File: src/rtl/truth_table_sweeper.sv
// Clocked sweep of input codes 0..15 through an external 4-in/N-out function block.
// Each code is held for a settle time, then the returned row is streamed on valid/ready and folded into a signature.
module truth_table_sweeper #(
  parameter int SETTLE_CYCLES = 2,
  parameter int NUM_FUNCS     = 10
) (
  input  logic                 clk,
  input  logic                 rst,
  input  logic                 start,
  output logic                 w,
  output logic                 x,
  output logic                 y,
  output logic                 z,
  input  logic [NUM_FUNCS-1:0] f_in,
  output logic                 row_valid,
  input  logic                 row_ready,
  output logic [3:0]           row_index,
  output logic [NUM_FUNCS-1:0] row_data,
  output logic                 row_last,
  output logic [NUM_FUNCS-1:0] signature,
  output logic                 busy,
  output logic                 done,
  output logic [1:0]           state_dbg
);

  typedef enum logic [1:0] {
    IDLE  = 2'd0,
    DRIVE = 2'd1,
    HOLD  = 2'd2,
    DONE  = 2'd3
  } state_t;

  localparam int CW = (SETTLE_CYCLES > 1) ? $clog2(SETTLE_CYCLES) : 1;
  localparam logic [CW-1:0] LAST_COUNT = CW'(SETTLE_CYCLES - 1);

  state_t          state;
  logic [3:0]      code;
  logic [CW-1:0]   count;

  assign {w, x, y, z} = code;

  // Handshake: a row transfers on the rising edge where row_valid && row_ready;
  // row_valid never drops and row_data/row_index never change until that edge.
  always_ff @(posedge clk or posedge rst) begin
    if (rst) begin
      state     <= IDLE;
      code      <= '0;
      count     <= '0;
      row_index <= '0;
      row_data  <= '0;
      signature <= '0;
    end else begin
      case (state)
        IDLE: begin
          if (start) begin
            state     <= DRIVE;
            code      <= '0;
            count     <= '0;
            signature <= '0;
          end
        end
        DRIVE: begin
          if (count == LAST_COUNT) begin
            row_data  <= f_in;
            row_index <= code;
            state     <= HOLD;
          end else begin
            count <= count + CW'(1);
          end
        end
        HOLD: begin
          if (row_ready) begin
            signature <= {signature[NUM_FUNCS-2:0], signature[NUM_FUNCS-1]} ^ row_data;
            // The last code stays on the bus; no wrap back to 0.
            if (row_index == 4'd15) begin
              state <= DONE;
            end else begin
              code  <= code + 4'd1;
              count <= '0;
              state <= DRIVE;
            end
          end
        end
        DONE: begin
          state <= IDLE;
        end
        default: begin
          state <= IDLE;
        end
      endcase
    end
  end

  assign row_valid = (state == HOLD);
  assign busy      = (state != IDLE);
  assign done      = (state == DONE);
  assign row_last  = row_valid && (row_index == 4'd15);
  assign state_dbg = state;

endmodule
File: config.mk
export PLATFORM = sky130hd
export DESIGN_NAME = truth_table_sweeper
export DESIGN_NICKNAME = d
export VERILOG_FILES = /design/src/rtl/truth_table_sweeper.sv
export SDC_FILE = /design/constraint.sdc
export NUM_CORES = 1
export LEC_CHECK = 0
export CAP_MARGIN = 20
export CELL_PAD_IN_SITES_DETAIL_PLACEMENT = 1
export CELL_PAD_IN_SITES_GLOBAL_PLACEMENT = 1
export CORE_MARGIN = 10
export CORE_UTILIZATION = 48
export CTS_CLUSTER_SIZE = 16
export DETAILED_ROUTE_END_ITERATION = 10
export DONT_BUFFER_PORTS = 1
export GPL_TIMING_DRIVEN = 0
export MAX_ROUTING_LAYER = met4
export PLACE_DENSITY = 0.75
export SLEW_MARGIN = 20
export SYNTH_ARGS = -nofsm -noshare
export SYNTH_HDL_FRONTEND = slang
export SYNTH_SLANG_ARGS = --single-unit
export TNS_END_PERCENT = 100
File: constraint.sdc
create_clock -name clk -period 1.65 [get_ports clk]
set_input_delay 0.0825 -clock clk [delete_from_list [all_inputs] [get_ports clk]]
set_output_delay 0.0825 -clock clk [all_outputs]
set_load 0.02 [all_outputs]
# Yosys cells after proc, flatten, opt, wreduce, memory -nomap -nowiden
# Index checks and enable logic that the tools add are counted.
dict set report word_totals {
  output_inout_bits 34
  in_bits 14
  reg_bits 31
}
dict set report op_classes {
  eq_ne 8
  n_bitwise 1
  n_addsub 2
  mux 17
  reduce_logical 10
}
# op count
set op_table {}
lappend op_table {{$mux W10} 2}
lappend op_table {{$pmux W10 S2} 1}
lappend op_table {{$mux W4} 3}
lappend op_table {{$xor A10 B10 Y10} 1}
lappend op_table {{$mux W2} 4}
lappend op_table {{$pmux W2 S4} 1}
lappend op_table {{$pmux W4 S2} 1}
lappend op_table {{$reduce_and A4 Y1} 2}
lappend op_table {{$ne A2 B2 Y1 const B} 3}
lappend op_table {{$reduce_and A3 Y1} 2}
lappend op_table {{$add A4 B1 Y4 const B} 1}
lappend op_table {{$eq A2 B2 Y1 const B} 2}
lappend op_table {{$eq A4 B4 Y1 const B} 1}
lappend op_table {{$mux W1} 4}
lappend op_table {{$reduce_bool A2 Y1} 2}
lappend op_table {{$pmux W1 S3} 1}
lappend op_table {{$reduce_bool A3 Y1} 1}
lappend op_table {{$eq A2 B1 Y1 const B} 1}
lappend op_table {{$logic_not A2 Y1} 1}
lappend op_table {{$ne A2 B1 Y1 const B} 1}
lappend op_table {{$reduce_and A2 Y1} 1}
lappend op_table {{$add A1 B1 Y1 const B} 1}
lappend op_table {{$logic_and A1 B1 Y1} 1}

# Logic depth before layout (Yosys ltp)
dict set report logic_depth {
  ltp_word 4
  depth_mapped 5
  depth_no_buf 4
}

# Worst setup path after synthesis
# No wires, ideal clock.
dict set report synth_timing {
  path_type {flip-flop to flip-flop}
  from {register state[1] (netlist: state_dbg[1])}
  to {register state[0] (netlist: state_dbg[0])}
  required_time_ns 1.530
  t_arrival_ns 1.282
  setup_time_ns 0.120
  stages_incl_launch_ff 6
  setup_slack_ns 0.249
  path_buffers 2
  cell_sequence {dfrtp_1 buf_6 mux2i_4 buf_6 nor2_2 a31o_1}
}
dict set report synth_via {
  elab_chain_len 3
}
# element line
set synth_rtl {}
lappend synth_rtl {{from (decl)} 36} ;# state_t state;
lappend synth_rtl {{from (signal assigned)} 46} ;# state <= IDLE;
lappend synth_rtl {{from (signal assigned)} 56} ;# state <= DRIVE;
lappend synth_rtl {{from (signal assigned)} 66} ;# state <= HOLD;
lappend synth_rtl {{$eq A2 B1 Y1 (tied with other cells)} 53} ;# case (state)
lappend synth_rtl {{$ne A2 B2 Y1 (no line) or $ne A2 B1 Y1 (tied branches)} --}
lappend synth_rtl {{$reduce_and A3 Y1 (no line)} --}
# Several ways; a longest one is shown, not always the timed one.
# A chain may end at the register's enable or synchronous reset.

# Worst setup path after layout
dict set report layout_timing {
  from {register state[0] (netlist: state_dbg[0])}
  to {output port done}
}
dict set report layout_via {
  elab_chain_len 1
}
# element line
set layout_rtl {}
lappend layout_rtl {{$eq A2 B2 Y1} 96} ;# assign done = (state == DONE);
lappend layout_rtl {{to (decl)} 22} ;# output logic done,
# Every way passes these cells.

==> reports/qor.csv <==
metric;value;unit
Netlist Area Pre-Place;0.00157;sq mm
total CTS buffers;5;
Root Buffer;clkbuf_4;
worst min-delay path category;primary input to flip-flop;
Layout Area Growth over Synthesis;16.4;%
Register Area;778;sq um
routed vias;1089;
switching power share of the total;46.9;%
GRT Residual Overflow;0;
global-route wire length before repair;6.65;mm
Power Internal;2000;uW
share of total power in sequential cells;50.1;%
run status;completed;
layout net count;158;
commonest cells in the netlist;dfrtp_1 (31), xnor2_1 (10), o21ai_0 (8), o41ai_2 (8), mux2_4 (7);
CP Data Arrival Time;1480;ps
TritonRoute pass-1 iters;4;
hpwl dp;2.91;mm
number of instances in the synthesized netlist;122;
Die ar.;0.00597;sq mm
clock transition at the register clock pins on the worst setup and hold paths after CTS;90;ps
number of warnings printed during yosys synthesis;0;
sort of element at the start of the critical path;flip-flop;
number of antenna diodes;0;
largest net degree at the start of global routing;32;
worst relative slew slack;56.6;%
worst hold path depth;2;
gpl congestion;0.777;
number of antenna violations at the first check in global routing;0;
power density of the placed cells;2060;mW/mm^2
Layout Skew;4.15;ps
Final Cycle Share;94.5;%
Setup TNS Final;0;ps
placeable core area;0.00310;sq mm
number of post-CTS setup repair buffers;0;
die outline height;77.2;um
fraction of final layout cells sized beyond drive strength 1;30.6;%
library cells used by synthesis;35;
Max Freq;0.641;GHz
dominant cell by count in the synthesized netlist;dfrtp_1;
element type at the critical path end;output port;
Final Setup Violations;0;
starting utilization of the core area;50.7;%
width of the die;77.2;um
Logic pwr share;38.9;%
number of endpoints with negative hold slack in the final report;0;
slew of the pin with the lowest slew margin;650;ps
antenna viol nets, final;0;
reg-to-reg critical path endpoint;signature[0]$_DFFE_PP0P_;
multi-input gate area in the final layout;712;sq um
Worst R2R Path Depth;5;
number of inserted filler cells in the final layout;336;
Clock H-tree levels;2;
Synth Register Bits;31;
clock latency reported for the late side of the worst-skew pair;330;ps
fraction of registers with async set or reset after synthesis;100;%
leading cell types by total area after synthesis;dfrtp_1 (49%), o41ai_2 (8.3%), mux2_4 (6.7%);
GRT Overall Usage;14.5;%
area leader, netlist;dfrtp_1;
Rows;20;
Detailed Route Iter0 Violations;23;
Main synth FF type;dfrtp_1;
synthesized net count;137;
Min-Delay Endpoint;signature[2]$_DFFE_PP0P_;
hold path startpoint;row_ready;
via count normalized by instance count;5.79;
clock power share;11.0;%
Port Buffer Count;0;
Seq/Total Area, Yosys;49.3;%
Max Root-Sink Buffers;2;
Register-to-Register Setup Slack;140;ps
Leak Pwr;0.000824;uW
shortest period the worst path allows;1560;ps
pins over their slew limit;0;
CTS sink cnt;31;
final routed wirelength across all metal layers;3.98;mm
path type of the worst setup path;flip-flop to output port;
CTS tree;done;
crit path max fanout;10;
share of the core filled with cells;59.0;%
wire length per cell;21.2;um
via count of the first global-routing pass;1248;
setup repair after global routing missed its margin;no;
I/O Pins;48;
critical register-to-register path startpoint;state_dbg[1]$_DFFE_PP0P_;
Worst Path Required;1570;ps
share of Yosys cell area claimed by the top area cell type;49.3;%
number of enable flip-flop cells after synthesis;0;
highest ir drop seen on vdd;988;uV
net load switching power;1770;uW
Max-Cap Viols;0;
drc violations;0;
post-synthesis average cell area;12.9;sq um
==> layout make-up <==
cell class | count | area share [%]
Multi-Input combinational cell | 77 | 38.9
Tap cell | 44 | 3.01
Inverter | 6 | 1.23
Buffer | 8 | 3.96
Timing Repair Buffer | 14 | 7.66
Clock buffer | 7 | 2.46
Sequential cell | 31 | 42.5
Clock inverter | 1 | 0.273
==> sequential cells by signal, summed over array words and instances (netlist names) <==
signal,cells
count,1
signature,10
row_data,10
row_index,4
code,4
state_dbg,2
==> cells by family (layout without fill, tap and decap cells) <==
kind of cell    Yosys count  in the layout  synth area share [%]
compound gates           33             33                  18.2
flops                    31             31                  49.3
simple gates             18             18                  7.40
mux                      15             15                  13.0
buf+inv                  14             36                  5.65
xor+xnor                 10             10                  5.57
fa+ha+maj                 1              1                 0.795
==> worst max path at each step <==
stage                                   startpoint                  endpoint  slack, ps  depth (start not counted)
after global placement    state_dbg[0]$_DFFE_PP0P_                      done         80                          3
after floorplan           state_dbg[1]$_DFFE_PP0P_  state_dbg[0]$_DFFE_PP0P_        250                          5
after detailed placement  state_dbg[0]$_DFFE_PP0P_  signature[0]$_DFFE_PP0P_         50                          4
after CTS                 row_index[0]$_DFFE_PP0P_                  row_last         10                          2
final                     state_dbg[0]$_DFFE_PP0P_                      done         90                          3
after global routing      row_index[1]$_DFFE_PP0P_                  row_last         20                          2
==> through the flow <==
| stage | instances | instance area, sq um | worst slack [ps] | total power [uW] | hold WS, ps |
|---|---|---|---|---|---|
| 2_1_floorplan | 122 | 1570 | 249 | 2980 | 186 |
| 3_3_place_gp | 166 | 1630 | 77.0 | 3280 | 233 |
| 3_5_place_dp | 166 | 1630 | 51.2 | 3360 | 94.0 |
| 4_1_cts | 187 | 1810 | 14.9 | 3830 | 4.94 |
| 5_1_grt | 188 | 1830 | 22.9 | 4040 | 147 |
| 6_report | 188 | 1830 | 90.7 | 3770 | 135 |
==> cells in the final DEF, fill, tap and decap left out, drive strengths merged, types with 2 or more instances in the layout <==
cell         Yosys  layout
dfrtp           31      31
dlygate4sd3      0      14
o21ai           13      13
mux2            13      13
xnor2           10      10
o41ai           10      10
clkbuf           1       8
buf              7       7
inv              6       6
nand3            3       3
nor2             3       3
a21oi            2       2
a211oi           2       2
nand2b           2       2
nor2b            2       2
o211ai           2       2
nand2            2       2
mux2i            2       2
nand3b           2       2
==> metal layers <==
layer | vias up | part of all wire (%) | track usage, %
li1 | 486 | - | -
met1 | 563 | 35 | 14.2
met2 | 32 | 56 | 25.4
met5 | - | 0 | -
met4 | 0 | 1.8 | 6.02
met3 | 8 | 7.2 | 5.36
==> critical path: stages (launching register included) <==
cell,delay (ps)
dfrtp_2,500
buf_4,200
clkbuf_4,190
and2_2,250
==> repair_timing <==
item / in CTS / in global routing
gates cloned: 0 / 0
endpoints found under the setup margin: 1 / 3
gates resized for setup: 4 / 4
hold buffers: 13 / 1
hold endpoints to repair: 44 / 1
==> power by group through the flow <==
stage               Clock (uW)  Combinational, uW  Sequential, uW
floorplan                    0               1200            1770
global placement             0               1380            1900
detailed placement           0               1440            1930
CTS                        433               1480            1910
global route               477               1610            1960
finish                     414               1470            1890
Note: power is estimated with default switching activity, not from simulation.
